`src/rtl/ifetch_pkg.sv`:
```
// Shared types/constants for the instruction-fetch slice.
// State encodings, NOP word and PC step.
package ifetch_pkg;

  typedef enum logic {
    RUN   = 1'b0,
    FAULT = 1'b1
  } state_t;

  localparam logic [31:0] NOP    = 32'h0000_0000;
  localparam int          PC_INC = 4;

endpackage

```
`src/rtl/ifetch_queue.sv`:
```
// Circular FIFO of {pc, instr} fetch entries with flush.
// Ports: push/pop/flush, din/dout (2*WIDTH), count, full, empty.
module ifetch_queue #(
  parameter int WIDTH  = 32,
  parameter int QDEPTH = 2
) (
  input  logic                        clk,
  input  logic                        rst_n,
  input  logic                        push,
  input  logic                        pop,
  input  logic                        flush,
  input  logic [2*WIDTH-1:0]          din,
  output logic [2*WIDTH-1:0]          dout,
  output logic [$clog2(QDEPTH+1)-1:0] count,
  output logic                        full,
  output logic                        empty
);

  localparam int CW = $clog2(QDEPTH + 1);
  localparam int PW = (QDEPTH > 1) ? $clog2(QDEPTH) : 1;
  localparam logic [PW-1:0] LAST = PW'(QDEPTH - 1);

  logic [2*WIDTH-1:0] mem [QDEPTH];
  logic [PW-1:0]      wptr;
  logic [PW-1:0]      rptr;

  assign dout  = mem[rptr];
  assign full  = (count == CW'(QDEPTH));
  assign empty = (count == '0);

  always_ff @(posedge clk or negedge rst_n) begin
    if (!rst_n) begin
      for (int i = 0; i < QDEPTH; i++) begin
        mem[i] <= '0;
      end
      wptr  <= '0;
      rptr  <= '0;
      count <= '0;
    end else if (flush) begin
      wptr  <= '0;
      rptr  <= '0;
      count <= '0;
    end else begin
      if (push) begin
        mem[wptr] <= din;
        wptr <= (wptr == LAST) ? '0 : wptr + 1'b1;
      end
      if (pop) begin
        rptr <= (rptr == LAST) ? '0 : rptr + 1'b1;
      end
      case ({push, pop})
        2'b10:   count <= count + 1'b1;
        2'b01:   count <= count - 1'b1;
        default: count <= count;
      endcase
    end
  end

endmodule

```
`src/rtl/ifetch_ctrl.sv`:
```
// Fetch controller: PC, imem sequencing, queue to decode, redirects.
// Ports: clk, rst_n, imem_*, redirect_*, if_* handshake, fetch_fault.
// Bounds check / FAULT state enabled by macro IFETCH_BOUNDS_EN.
module ifetch_ctrl
  import ifetch_pkg::*;
#(
  parameter int               WIDTH    = 32,
  parameter int               DEPTH    = 1024,
  parameter logic [WIDTH-1:0] RESET_PC = '0,
  parameter int               QDEPTH   = 2
) (
  input  logic             clk,
  input  logic             rst_n,
  output logic             imem_read,
  output logic [WIDTH-1:0] imem_addr,
  input  logic [WIDTH-1:0] imem_instr,
  input  logic             redirect_valid,
  input  logic [WIDTH-1:0] redirect_pc,
  output logic             if_valid,
  input  logic             if_ready,
  output logic [WIDTH-1:0] if_instr,
  output logic [WIDTH-1:0] if_pc,
  output logic             fetch_fault
);

  localparam int CW = $clog2(QDEPTH + 1);

  if (QDEPTH < 1 || DEPTH < 1) begin : g_bad_cfg
    $error("ifetch_ctrl: QDEPTH and DEPTH must be >= 1");
  end

  state_t             state_q, state_d;
  logic [WIDTH-1:0]   pc_q, pc_d;
  logic               push;
  logic               pop;
  logic               can_push;
  logic [CW-1:0]      q_count;
  logic               q_full;
  logic               q_empty;
  logic [2*WIDTH-1:0] q_dout;

  assign pop      = if_ready && !q_empty;
  assign if_valid = (q_count != '0);
  // A full queue can still take an entry when the head leaves.
  assign can_push = !q_full || pop;

  assign imem_read = push;
  assign imem_addr = pc_q >> 2;
  assign if_pc     = q_dout[2*WIDTH-1:WIDTH];
  assign if_instr  = q_dout[WIDTH-1:0];

`ifdef IFETCH_BOUNDS_EN
  logic oob;
  assign oob         = (pc_q >> 2) >= WIDTH'(DEPTH);
  assign fetch_fault = (state_q == FAULT);
`else
  assign fetch_fault = 1'b0;
`endif

  always_comb begin
    state_d = state_q;
    pc_d    = pc_q;
    push    = 1'b0;
    if (redirect_valid) begin
      state_d = RUN;
      pc_d    = redirect_pc & ~WIDTH'(3);
    end else begin
      unique case (state_q)
        RUN: begin
          if (can_push) begin
`ifdef IFETCH_BOUNDS_EN
            if (oob) begin
              state_d = FAULT;
            end else begin
              push = 1'b1;
              pc_d = pc_q + WIDTH'(PC_INC);
            end
`else
            push = 1'b1;
            pc_d = pc_q + WIDTH'(PC_INC);
`endif
          end
        end
        FAULT: begin
          state_d = FAULT;
        end
      endcase
    end
  end

  always_ff @(posedge clk or negedge rst_n) begin
    if (!rst_n) begin
      state_q <= RUN;
      pc_q    <= RESET_PC;
    end else begin
      state_q <= state_d;
      pc_q    <= pc_d;
    end
  end

  ifetch_queue #(
    .WIDTH  (WIDTH),
    .QDEPTH (QDEPTH)
  ) u_queue (
    .clk   (clk),
    .rst_n (rst_n),
    .push  (push),
    .pop   (pop),
    .flush (redirect_valid),
    .din   ({pc_q, imem_instr}),
    .dout  (q_dout),
    .count (q_count),
    .full  (q_full),
    .empty (q_empty)
  );

endmodule

```
`config.mk`:
```
export PLATFORM = sky130hd
export DESIGN_NAME = ifetch_ctrl
export DESIGN_NICKNAME = d
export VERILOG_FILES = /design/src/rtl/ifetch_pkg.sv /design/src/rtl/ifetch_queue.sv /design/src/rtl/ifetch_ctrl.sv
export SDC_FILE = /design/constraint.sdc
export NUM_CORES = 1
export LEC_CHECK = 0
export ABC_AREA = 1
export BUFFER_PORTS_ARGS = -buffer_cell sky130_fd_sc_hd__buf_2
export CORE_ASPECT_RATIO = 0.6
export CORE_MARGIN = 3
export CORE_UTILIZATION = 40
export CTS_CLUSTER_SIZE = 28
export DETAILED_ROUTE_END_ITERATION = 10
export PLACE_DENSITY = 0.59
export SLEW_MARGIN = 20
export SYNTH_ARGS = -nofsm -noshare
export SYNTH_HDL_FRONTEND = slang
export SYNTH_SLANG_ARGS = --single-unit
```
`constraint.sdc`:
```
create_clock -name clk -period 4.05 [get_ports clk]
set_input_delay 0.2025 -clock clk [delete_from_list [all_inputs] [get_ports clk]]
set_output_delay 0.2025 -clock clk [all_outputs]
set_load 0.02 [all_outputs]
```
-- Yosys cells after proc, flatten, opt, wreduce, memory -nomap -nowiden
Index checks and enable logic that the tools add are counted.
- bits in registers: 165
- input bits: 68
- output and inout port bits: 99
- logic and storage cells: 57
- $add $sub $neg: 5
- magnitude comparators: 3
- equality and inequality tests: 4
- mux-type cells: 22
- bitwise gates (word level): 3
- reduce and logical (&&, ||, !) cells: 13
- operators with widths (cell ; number):
    64-bit two-way mux ; 4
    128-bit bitwise mux ; 1
    32-bit two-way mux ; 3
    64-bit demux with 1-bit select ; 1
    32-bit by 3-bit adder with 32-bit output (second input constant) ; 1
    1-bit two-way mux ; 11
    2-bit nonzero test ; 4
    2-bit == test (second input constant) ; 2
    2-bit >= comparator (second input constant) ; 2
    1-bit NOT with 2-bit output ; 2
    2-bit one-hot mux with 2 select lines ; 1
    2-bit AND reduction ; 2
    3-bit nonzero test ; 1
    1-bit adder (second input constant) ; 2
    2-bit by 1-bit adder with 2-bit output (second input constant) ; 1
    2-bit by 1-bit == test with 1-bit output (second input constant) ; 1
    1-bit logical AND ; 2
    1-bit logical NOT ; 2
    2-bit logical NOT ; 1
    2-bit by 1-bit less-than comparator with 1-bit output (second input constant) ; 1
    2-bit two-way mux ; 1
    2-bit != test (second input constant) ; 1
    2-bit by 1-bit subtractor with 2-bit output (second input constant) ; 1
    1-bit logical OR ; 1
    1-bit NOT ; 1

-- Logic depth before layout (Yosys ltp)
Gate-level depths: netlist (run 1).
- depth after elaboration: 10
- mapped depth: 10
- mapped depth without buffers: 10

-- Cells and area by module
A second synthesis (run 1) with hierarchy kept.
- cell total of the unflattened synthesis: 932
- area total of the unflattened synthesis: 8336.7 µm²
- by module, submodules not included (module ; instances ; cells each ; area an instance (µm²) ; sequential area each (µm²)):
    ifetch_queue ; 1 ; 578 ; 6107.1 ; 3303.2
    ifetch_ctrl ; 1 ; 354 ; 2229.6 ; 750.7

-- Worst setup path before layout (run 1)
No wires, ideal clock.
- kind: reg2reg
- start: register pc_q[2]
- end: register pc_q[10]
- library setup time: 0.124 ns
- arrival time: 1.464 ns
- data required time: 3.926 ns
- setup slack: 2.461 ns
- stages on the path, launching flop included: 8
- buffers on the path: 0
- period minus slack after synthesis: 1.589 ns
- path through: dfrtp_1 ha_1 nand2_2 nor2_4 nand2_4 nor2_1 xor2_1 a21oi_1
- cells in the longest elaborated chain, start to end: 4
- ends and longest elaborated chain (item ; RTL line ; RTL):
    start: declaration ; ifetch_ctrl.sv:33 ; logic [WIDTH-1:0] pc_q, pc_d;
    start signal: assignment ; ifetch_ctrl.sv:97 ; pc_q <= pc_d;
    32-bit by 3-bit adder with 32-bit output ; ifetch_ctrl.sv:80 ; pc_d = pc_q + WIDTH'(PC_INC);
    32-bit two-way mux ; ifetch_ctrl.sv:70 ; if (can_push) begin
    32-bit two-way mux ; ifetch_ctrl.sv:68 ; unique case (state_q)
    32-bit two-way mux ; ifetch_ctrl.sv:64 ; if (redirect_valid) begin
No other way between the ends. The select of a mux whose other input is x is not followed.
A chain may end at the register's enable or synchronous reset.

-- Worst setup path after layout (run 1)
- start: register u_queue.rptr
- end: output port if_instr[9]
- cells in the longest elaborated chain, start to end: 4
- ends and longest elaborated chain (item ; RTL line ; RTL):
    start: declaration ; ifetch_queue.sv:25 ; logic [PW-1:0] rptr;
    start signal: assignment ; ifetch_queue.sv:49 ; rptr <= (rptr == LAST) ? '0 : rptr + 1'b1;
    1-bit NOT with 2-bit output (not written as such) ; ifetch_queue.sv:27 ; assign dout = mem[rptr];
    64-bit two-way mux (not written as such) (3 in series) ; ifetch_queue.sv:27 ;
    end: declaration ; ifetch_ctrl.sv:21 ; output logic [WIDTH-1:0] if_instr,
No other way between the ends. The select of a mux whose other input is x is not followed.

==> metrics.cfg, run 1 <==
[synthesis]
yosys_register_bits = 158
netlist_area_um2 = 8010
synth.largest_area_cell = dfrtp_1
synth_cells = 1026
ys_types = 40
async_reset_ff_share_pct = 100
yosysSeqAreaShare_pct = 49.3
synth_ff_type = dfrtp_1
netlist.area_leader.share_pct = 49.3
ys_top_cells_by_area = dfrtp_1 49%, nand2_1 20%, o21ai_0 5.9%, inv_1 3.4%, nand3_1 2.5%
synth_edf_count = 0
avgSynthCellArea_um2 = 7.81
yosysWarnings = 0

[worst_setup_path]
worstPathMaxFanout = 47
worstSetupPathType = reg -> out
cpMaxStageDelayCell = inv_2
cp-end-kind = output port
cp_common_cell = nand2_1
cp_num_buf_inv = 3
worstPathRequired_ns = 3.85
cp-start-kind = flop
slowest_delay_ns = 0.66
crit_chain = inv_2 > buf_4 > nand2_1 > nand2_1 > buf_2
path_delay_family = buffers and inverters
arrival_ns = 2.23

[floorplanning]
io_pins = 167
die_area_um2 = 21800
initial_core_util_pct = 41.5
die_w_um = 189
fp.dieH_um = 116
rows = 39
core_area_um2 = 19300

[detailed_routing]
drc = 0
viasPerCell = 4.74
totalWireLength_um = 21600
wl_per_cell_um = 14.9
drt_iter0_drc = 585
ant_nets = 0
firstDrtPassIters = 5
vias = 6852

[cts]
cts_tree = yes
clkTransAtPathRegs_ns = 0.06
htreeDepth = 4
cts_sinks = 158
ctsResizeCount = 0
cts_max_path_buffers = 2
cts_inserted_buffers = 17
clock_latency_ns = 0.42
cts_root_buffer = clkbuf_16
cts_setup_buffers = 0
ctsHoldBuffers = 8

[global_routing]
grt_pass1_vias = 6307
grt_usage_pct = 20.3
grt_pass1_wl_um = 34800
antenna_found_initial = 0
grt_start_max_net_pins = 126
grt-ovfl-total = 0

[finish]
area_growth_pct = 19.4
fin_cells = 1447
drive_gt1_share_pct = 22.9
n_antenna_cell = 0
fillers = 1986
layout.nets = 1238

[pwr]
p_sw_uw = 1630
comb_power_share_pct = 23.4
power.share.switching_pct = 33.5
p_clk_share_pct = 34.2
p_leak_uw = 0.00500
total_power_uw = 4860
p_seq_share_pct = 42.4
p_int_uw = 3230
ir_drop_uv = 306
power.density_nw_per_um2 = 508

[sta]
worstMarginPinSlew_ns = 0.947
fin_crit_sh_pct = 60.0
fin_setup_tns_ns = 0
fin_worst_skew_ns = 0.0112
hold_viol_final = 0
finalSetupViolations = 0
fmax_ghz = 0.412
slew_headroom_pct = 36.9
rsz0062_at_grt = no
drv_slew = 0
layout_min_cycle_time_ns = 2.43
worst_slack_ns = 1.62

[min_path]
hold_path.class = in -> reg

[place]
gp_congestion = 0.896
dp_cells = 1407
pre_cts_ws_ns = 1.81
place.port_buffers = 159
hpwl_um = 14600

[run]
maxCapViolCount = 0

[run_status]
status = completed

==> power by group through the flow <==
stage / sequential [µW] / combinational, µW / clock (µW)
final: 2060 / 1140 / 1660
after global routing: 2100 / 1280 / 1780
after detailed placement: 2080 / 1140 / 0
after global placement: 2080 / 1130 / 0
after CTS: 2060 / 1150 / 1710
after floorplan: 2080 / 755 / 0
==> path summary, 6_finish.rpt <==
kind	slack, ns	cells past startpoint	start	endpoint
setup reg to reg	2.07	7	u_queue.count[1]	u_queue.mem[16]
hold / removal	0.02	3	redirect_pc[13]	pc_q[13]
max in group asynchronous	2.78	4	rst_n	pc_q[20]
min in group asynchronous	0.22	2	rst_n	u_queue.mem[75]
hold reg to reg	0.48	2	u_queue.mem[115]	u_queue.mem[115]
setup / recovery	1.62	5	u_queue.rptr	if_instr[9]
==> cells by family after synthesis <==
family / synth area share [%]
flip-flops: 49.3
buffers and inverters: 8.13
XOR/XNOR: 0.640
AO/OA/AOI/OAI: 10.8
other: 0.0468
adder cells (fa/ha/maj): 0.156
AND/OR/NAND/NOR: 30.9
==> worst min-delay path, stage by stage <==
cell and delay [ns]:
buf_2 0.08, nand2_1 0.05, nand3_1 0.07
==> Yosys cell counts (6+ instances only) <==
cell	count
buf_4	8
clkbuf_1	23
dfrtp_1	158
o211ai_1	6
nand2_2	21
buf_6	11
nor2_2	8
nor2_1	43
inv_1	72
buf_2	7
nand3_1	40
a21oi_1	6
o21ai_2	20
nor2_4	7
o21ai_1	23
inv_2	6
nand2_1	435
o21ai_0	94
==> area by class of cell <==
| type | count | area [µm²] | area share [%] |
|---|---|---|---|
| multi-input combinational | 739 | 3420 | 35.8 |
| tap | 266 | 333 | 3.48 |
| inverter | 80 | 305 | 3.19 |
| clock inverter | 11 | 158 | 1.65 |
| timing repair buffer | 173 | 947 | 9.90 |
| sequential | 158 | 3960 | 41.3 |
| clock buffer | 20 | 447 | 4.67 |
==> per-layer routing <==
layer | vias up | global-route usage, % | part of all wire [%]
met2 | 220 | 27.6 | 40
met4 | 0 | 4.61 | 0.54
met1 | 3126 | 32.1 | 52
met3 | 10 | 5.23 | 7.5
met5 | - | 0 | 0
li1 | 3496 | - | -
==> sequential cells by signal (all words and copies together), names as in the netlist <==
register / count
u_queue.mem: 124
u_queue.count: 2
pc_q: 30
u_queue.rptr: 1
u_queue.wptr: 1
==> cell usage in the layout, fill, tap and decap left out, drive strengths merged, types with 2 or more instances in the layout <==
| cell | Yosys | layout |
|---|---|---|
| dfrtp | 158 | 158 |
| nor3 | 6 | 6 |
| clkbuf | 24 | 20 |
| a21oi | 6 | 6 |
| bufinv | 0 | 3 |
| nand4 | 2 | 2 |
| buf | 29 | 165 |
| o21ai | 137 | 137 |
| xor2 | 5 | 5 |
| a31oi | 2 | 2 |
| nand3 | 43 | 43 |
| dlygate4sd3 | 0 | 8 |
| nand2 | 463 | 463 |
| inv | 79 | 83 |
| o211ai | 6 | 6 |
| conb | 1 | 5 |
| clkinv | 1 | 4 |
| nor2 | 59 | 59 |
==> stage by stage <==
step | hold WS, ns | area [µm²] | util [%]
2_1_floorplan | -0.0931 | 8030 | -
3_3_place_gp | 0.404 | 8860 | 45.8
3_5_place_dp | 0.403 | 8860 | 45.8
4_1_cts | 0.000645 | 9540 | 49.4
5_1_grt | 0.00427 | 9570 | 49.5
6_report | 0.0183 | 9570 | 49.5
Note: power is estimated with default switching activity, not from simulation.
==> run 2, diff against run 1 <==
==> constraint.sdc (replaced) <==
create_clock -name clk -period 2.42 [get_ports clk]
set_input_delay 0.121 -clock clk [delete_from_list [all_inputs] [get_ports clk]]
set_output_delay 0.121 -clock clk [all_outputs]
set_load 0.02 [all_outputs]
==> run 2 against run 1 <==
  * Core utilization up 2.7 points
  * Flip-flop and latch count stayed put
  * Register-to-register slack lost 1.6 ns
  * Power increased by 64%
  * Cell area increased by 5.5%
  * Routed wire length up 3.2%
  * Sequential power increased by 68%
  * Critical path depth decreased by 1
  * Clock power increased by 52%
  * Global-route usage grew 0.71 points
  * Critical endpoint is now if_pc[13]
  * Highest routed layer unchanged
==> metrics.cfg, run 2 (synthesized netlist as in run 1, its figures left out) <==
[run_status]
status = completed

[worst_setup_path]
cp-end-kind = output port
cpMaxStageDelayCell = buf_4
r2r_start = u_queue.count[1]
regToRegSetupSlack_ns = 0.46  ; -1.61 ns
cp-start-kind = flop
worstSetupPathType = reg -> out
r2r_end = u_queue.mem[41]
arrival_ns = 1.90  ; -0.33 ns
slowest_delay_ns = 0.59  ; -0.07 ns
crit_chain = buf_4 > nand2_1 > nand2_1 > buf_2
r2r_cells = 7  ; unchanged
worstPathRequired_ns = 2.30  ; -1.55 ns
cp_num_buf_inv = 2  ; -1
worstPathMaxFanout = 62  ; +32%
path_delay_family = buffers and inverters
cp_common_cell = nand2_1

[min_path]
hp-start = redirect_pc[19]
hold-path-endpoint = pc_q[19]
hold_path.class = in -> reg
whs_path_depth = 5  ; +2

[cts]
cts_max_path_buffers = 2  ; unchanged
clock_latency_ns = 0.43  ; about the same
cts_inserted_buffers = 17  ; unchanged
cts_sinks = 158  ; unchanged
cts_root_buffer = clkbuf_16
clkTransAtPathRegs_ns = 0.06  ; about the same
htreeDepth = 4  ; unchanged
cts_tree = yes
ctsResizeCount = 0  ; unchanged

[floorplanning]
initial_core_util_pct = 41.5  ; unchanged
io_pins = 167  ; unchanged
die_area_um2 = 21800  ; unchanged
fp.dieH_um = 116  ; unchanged
core_area_um2 = 19300  ; unchanged
rows = 39  ; unchanged
die_w_um = 189  ; unchanged

[run]
maxCapViolCount = 0  ; unchanged

[place]
hpwl_um = 15000  ; +2.5%
pre_cts_ws_ns = 0.497  ; -1.31 ns
place.port_buffers = 159  ; unchanged
gp_congestion = 0.895  ; -0.12%

[sta]
worst_slack_ns = 0.399  ; -1.22 ns
finalSetupViolations = 0  ; unchanged
fin_setup_tns_ns = 0  ; unchanged
drv_slew = 0  ; unchanged
layout_min_cycle_time_ns = 2.02
fin_crit_sh_pct = 83.5
fin_worst_skew_ns = 0.00979  ; -0.00144 ns
worstMarginPinSlew_ns = 0.760  ; -0.188 ns
hold_viol_final = 0  ; unchanged
fmax_ghz = 0.495
slew_headroom_pct = 49.4  ; +13 points
rsz0062_at_grt = no

[pwr]
power.density_nw_per_um2 = 789  ; +55%
p_leak_uw = 0.00522  ; +4.3%
ir_drop_uv = 461  ; +51%

[detailed_routing]
drt_iter0_drc = 729  ; +25%
wl_per_cell_um = 14.8  ; -0.75%
firstDrtPassIters = 5  ; unchanged
ant_nets = 0  ; unchanged
viasPerCell = 4.74  ; about the same
vias = 7131  ; +4.1%
drc = 0  ; unchanged
totalWireLength_um = 22300  ; +3.2%

[finish]
largest-register = u_queue.mem
drive_gt1_share_pct = 22.3  ; -0.67 points
n_antenna_cell = 0  ; unchanged
top_regs = u_queue.mem: 124 flops, pc_q: 30 flops, u_queue.count: 2 flops
fillers = 1896  ; -4.5%
layout_common_cells = 435 x nand2_1, 158 x buf_2, 157 x dfrtp_1, 94 x o21ai_0, 72 x inv_1
largest_reg_flops = 124  ; unchanged
layout.nets = 1296  ; +4.7%
layout_commonest_cell = nand2_1
area_growth_pct = 25.9

[global_routing]
grt_pass1_wl_um = 35900  ; +3.2%
top_usage_layer = met1
use_met3_pct = 5.93  ; +0.70 points
grt_start_max_net_pins = 125  ; -0.79%
grt_usage_pct = 21.0  ; +0.71 points
grt_pass1_vias = 6626  ; +5.1%
grt_use_met1_pct = 32.5  ; +0.42 points
antenna_found_initial = 0  ; unchanged
grt-ovfl-total = 0  ; unchanged
use_met2_pct = 29.0  ; +1.4 points

==> run 2: cell count changes in the layout (fill, tap and decap cells not counted), sizes merged <==
| cell | delta |
|---|---|
| inv | -3 |
| clkinv | +2 |
| dlygate4sd3 | +53 |
| bufinv | -2 |
| buf | +5 |
| clkinvlp | +3 |
==> run 2: worst reg2reg max path: cells and delay by family, from the launching register on <==
kind	cells	cell delay, ns
and+or+nand+nor	4	0.76
buffers and inverters	2	0.30
DFF	1	0.39
AOI/OAI and AO/OA	1	0.40
==> run 2: timing repair <==
action,4_1_cts,5_1_grt
setup endpoints to repair,0,0
endpoints found under the hold margin,145,0
hold buffers,61,0
setup buffers,0,0
==> run 2: through the flow <==
| stage | power (µW) | std cells | hold WS [ns] | cell area, µm² | util (%) |
|---|---|---|---|---|---|
| 2_1_floorplan | 4750 | 1030 | -0.175 | 8030 | - |
| 3_3_place_gp | 5390 | 1413 | 0.130 | 8940 | 46.3 |
| 3_5_place_dp | 5420 | 1413 | 0.136 | 8940 | 46.3 |
| 4_1_cts | 8040 | 1505 | 0.0319 | 10100 | 52.2 |
| 5_1_grt | 8460 | 1505 | 0.0778 | 10100 | 52.2 |
| 6_report | 7960 | 1505 | 0.0588 | 10100 | 52.2 |
==> run 2: area by class of cell <==
class | count | area [µm²] | share of cell area [%]
Tap cell | 266 | 333 | 3.30
Clock inverter | 11 | 93.8 | 0.930
Inverter | 80 | 305 | 3.03
Multi-Input combinational cell | 739 | 3420 | 33.9
Clock buffer | 20 | 447 | 4.43
Sequential cell | 158 | 3960 | 39.2
Timing Repair Buffer | 231 | 1530 | 15.2
==> run 2: worst max path at each step <==
stage / slack, ns / end / cells after the start / start
after floorplan: 0.83 / pc_q[10] / 7 / pc_q[2]
after global placement: 0.53 / u_queue.mem[41] / 7 / u_queue.count[1]
after detailed placement: 0.50 / u_queue.mem[43] / 7 / u_queue.count[1]
after CTS: 0.37 / if_pc[13] / 4 / u_queue.rptr
after global routing: 0.25 / u_queue.mem[43] / 7 / u_queue.count[1]
final: 0.40 / if_pc[13] / 4 / u_queue.rptr
==> run 2: metal layers <==
metal	wire length (µm)	share of wire, %	vias up
li1	-	-	3611
met1	11800	53	3314
met5	0	0	-
met4	129	0.58	0
met2	8830	40	196
met3	1510	6.8	10
==> run 2: power by group <==
part	internal (µW)	switching (µW)	total, µW
Sequential	3120	335	3460
Combinational	694	1290	1990
Clock	1430	1090	2520
==> run 3, diff against run 2 <==
==> constraint.sdc (replaced) <==
create_clock -name clk -period 2 [get_ports clk]
set_input_delay 0.1 -clock clk [delete_from_list [all_inputs] [get_ports clk]]
set_output_delay 0.1 -clock clk [all_outputs]
set_load 0.02 [all_outputs]
==> run 3 against run 2 <==
  * Cell area increased by 1.3%
  * Global-route usage shrank 0.080 points
  * Critical path depth rose by 1
  * Core utilization increased by 0.69 points
  * Clock power is 30% higher
  * Die area is the same
  * Worst setup slack lost 0.24 ns
  * Count of clock-buffer cells in the layout decreased by 1
  * Non-clock buffer count up 2
  * Sequential power grew 21%
  * Flip-flop and latch count is the same
  * Critical endpoint unchanged
==> metrics.cfg, run 3 (synthesized netlist as in run 1, its figures left out) <==
[run_status]
status = completed

[finish]
n_antenna_cell = 0  ; unchanged
largest-register = u_queue.mem
seq_area_um2 = 3960  ; unchanged
area_growth_pct = 27.6
largest_reg_flops = 124  ; unchanged
fillers = 1942  ; +2.4%
layout_commonest_cell = nand2_1
layout_common_cells = 435 x nand2_1, 158 x buf_2, 157 x dfrtp_1, 94 x o21ai_0, 72 x inv_1
top_regs = u_queue.mem: 124 flops, pc_q: 30 flops, u_queue.count: 2 flops
drive_gt1_share_pct = 22.6  ; +0.35 points
layout.nets = 1298  ; +0.15%
fin_cells = 1508  ; +0.20%
final_util_pct = 52.9  ; +0.69 points
multiInputGateArea_um2 = 3420  ; unchanged

[place]
gp_congestion = 0.898  ; +0.30%
dp_cells = 1417  ; +0.28%
place.port_buffers = 159  ; unchanged
hpwl_um = 15400  ; +2.7%

[sta]
fin_worst_skew_ns = 0.0171  ; +0.00730 ns
fin_setup_tns_ns = 0  ; unchanged
fmax_ghz = 0.545
finalSetupViolations = 0  ; unchanged
drv_slew = 0  ; unchanged
hold_viol_final = 0  ; unchanged
holdWs_ns = 0.0164  ; -0.0424 ns
layout_min_cycle_time_ns = 1.84
slew_headroom_pct = 63.4  ; +14 points
worstMarginPinSlew_ns = 0.550  ; -0.210 ns
fin_crit_sh_pct = 91.8
rsz0062_at_grt = no

[worst_setup_path]
regToRegSetupSlack_ns = 0.26  ; -0.20 ns
r2r_cells = 7  ; unchanged
r2r_end = pc_q[10]
worstPathRequired_ns = 1.90  ; -0.40 ns
arrival_ns = 1.74  ; -0.16 ns
cp-end-kind = output port
r2r_start = pc_q[3]
cp-start-kind = flop
worstSetupPathType = reg -> out
worstPathMaxFanout = 30  ; -52%

[floorplanning]
io_pins = 167  ; unchanged
die_area_um2 = 21800  ; unchanged
core_area_um2 = 19300  ; unchanged
initial_core_util_pct = 41.5  ; unchanged
die_w_um = 189  ; unchanged
rows = 39  ; unchanged
fp.dieH_um = 116  ; unchanged

[detailed_routing]
wl_per_cell_um = 14.8  ; -0.30%
vias = 7158  ; +0.38%
drt_iter0_drc = 573  ; -21%
viasPerCell = 4.75  ; +0.18%
firstDrtPassIters = 5  ; unchanged
ant_nets = 0  ; unchanged
drc = 0  ; unchanged
totalWireLength_um = 22300  ; about the same

[min_path]
whs_path_depth = 3  ; -2
hold-path-endpoint = u_queue.count[0]
hold_path.class = in -> reg
hp-start = if_ready

[cts]
cts_sinks = 158  ; unchanged
cts_root_buffer = clkbuf_16
cts_tree = yes
clkTransAtPathRegs_ns = 0.07  ; about the same
clock_latency_ns = 0.42  ; about the same
cts_max_path_buffers = 2  ; unchanged
cts_setup_buffers = 0  ; unchanged
cts_inserted_buffers = 17  ; unchanged
htreeDepth = 4  ; unchanged

[pwr]
p_int_uw = 6520  ; +24%
comb_power_share_pct = 24.7  ; -0.3 points
power.share.switching_pct = 34.2  ; about the same
power.density_nw_per_um2 = 968  ; +23%
p_sw_uw = 3380  ; +24%
p_leak_uw = 0.00529  ; +1.3%
ir_drop_uv = 600  ; +30%
p_seq_share_pct = 42.2  ; -1.2 points
p_clk_share_pct = 33.1  ; +1.5 points

[global_routing]
grt_pass1_wl_um = 35800  ; -0.12%
antenna_found_initial = 0  ; unchanged
grt_pass1_vias = 6584  ; -0.63%
grt-ovfl-total = 0  ; unchanged
grt_start_max_net_pins = 67  ; -46%
grt_usage_pct = 21.0  ; -0.080 points

[run]
maxCapViolCount = 0  ; unchanged

==> run 3: cell types whose count changed in the layout (fill, tap and decap cells not counted), sizes merged <==
cell / before / now
clkinv: 6 / 4
clkbuf: 20 / 19
dlygate4sd3: 61 / 59
bufinv: 1 / 2
buf: 170 / 174
inv: 80 / 85
clkinvlp: 4 / 2
==> run 3: how the worst max path moves through the flow <==
stage	cells past startpoint	endpoint	start	slack [ns]
final	5	if_pc[13]	u_queue.rptr	0.16
after global routing	5	if_pc[13]	u_queue.rptr	0.07
after CTS	4	if_pc[22]	u_queue.rptr	0.01
after detailed placement	9	u_queue.mem[39]	u_queue.count[1]	0.29
after global placement	9	u_queue.mem[42]	u_queue.count[1]	0.31
after floorplan	7	pc_q[10]	pc_q[2]	0.41
==> run 3: power by group through the flow <==
stage | Sequential, µW | Clock, µW | Combinational (µW)
floorplan | 4210 | 0 | 1530
global placement | 4220 | 0 | 2350
detailed placement | 4230 | 0 | 2370
CTS | 4170 | 3350 | 2460
global route | 4260 | 3480 | 2740
finish | 4180 | 3270 | 2440
==> run 3: repair_timing <==
item	in CTS	in global routing
setup endpoints to repair	0	34
hold buffers	59	0
resized for setup	0	1
hold endpoints to repair	131	0
==> run 3: worst max-delay path: stages (launching register included) <==
cell,delay [ns]
dfrtp_2,0.41
inv_2,0.29
buf_12,0.24
nand2_1,0.06
nand2_1,0.13
buf_2,0.19
==> run 3: final cells by class <==
class | count | share of cell area, %
Sequential cell | 158 | 38.7
Multi-Input combinational cell | 739 | 33.5
Timing Repair Buffer | 233 | 15.9
Clock buffer | 19 | 4.23
Tap cell | 266 | 3.26
Inverter | 80 | 2.99
Clock inverter | 13 | 1.49
==> run 3: per-layer routing <==
| metal | wire [µm] | GRT usage [%] |
|---|---|---|
| met1 | 11900 | 33.4 |
| met4 | 199 | 4.21 |
| met2 | 8770 | 28.8 |
| met3 | 1450 | 4.84 |
| met5 | 0 | 0 |
==> run 3: per-stage QoR <==
| stage | area [µm²] | power [µW] | setup slack (ns) |
|---|---|---|---|
| 2_1_floorplan | 8030 | 5740 | 0.411 |
| 3_3_place_gp | 9040 | 6560 | 0.312 |
| 3_5_place_dp | 9040 | 6600 | 0.294 |
| 4_1_cts | 10200 | 9980 | 0.0111 |
| 5_1_grt | 10200 | 10500 | 0.0704 |
| 6_report | 10200 | 9900 | 0.164 |
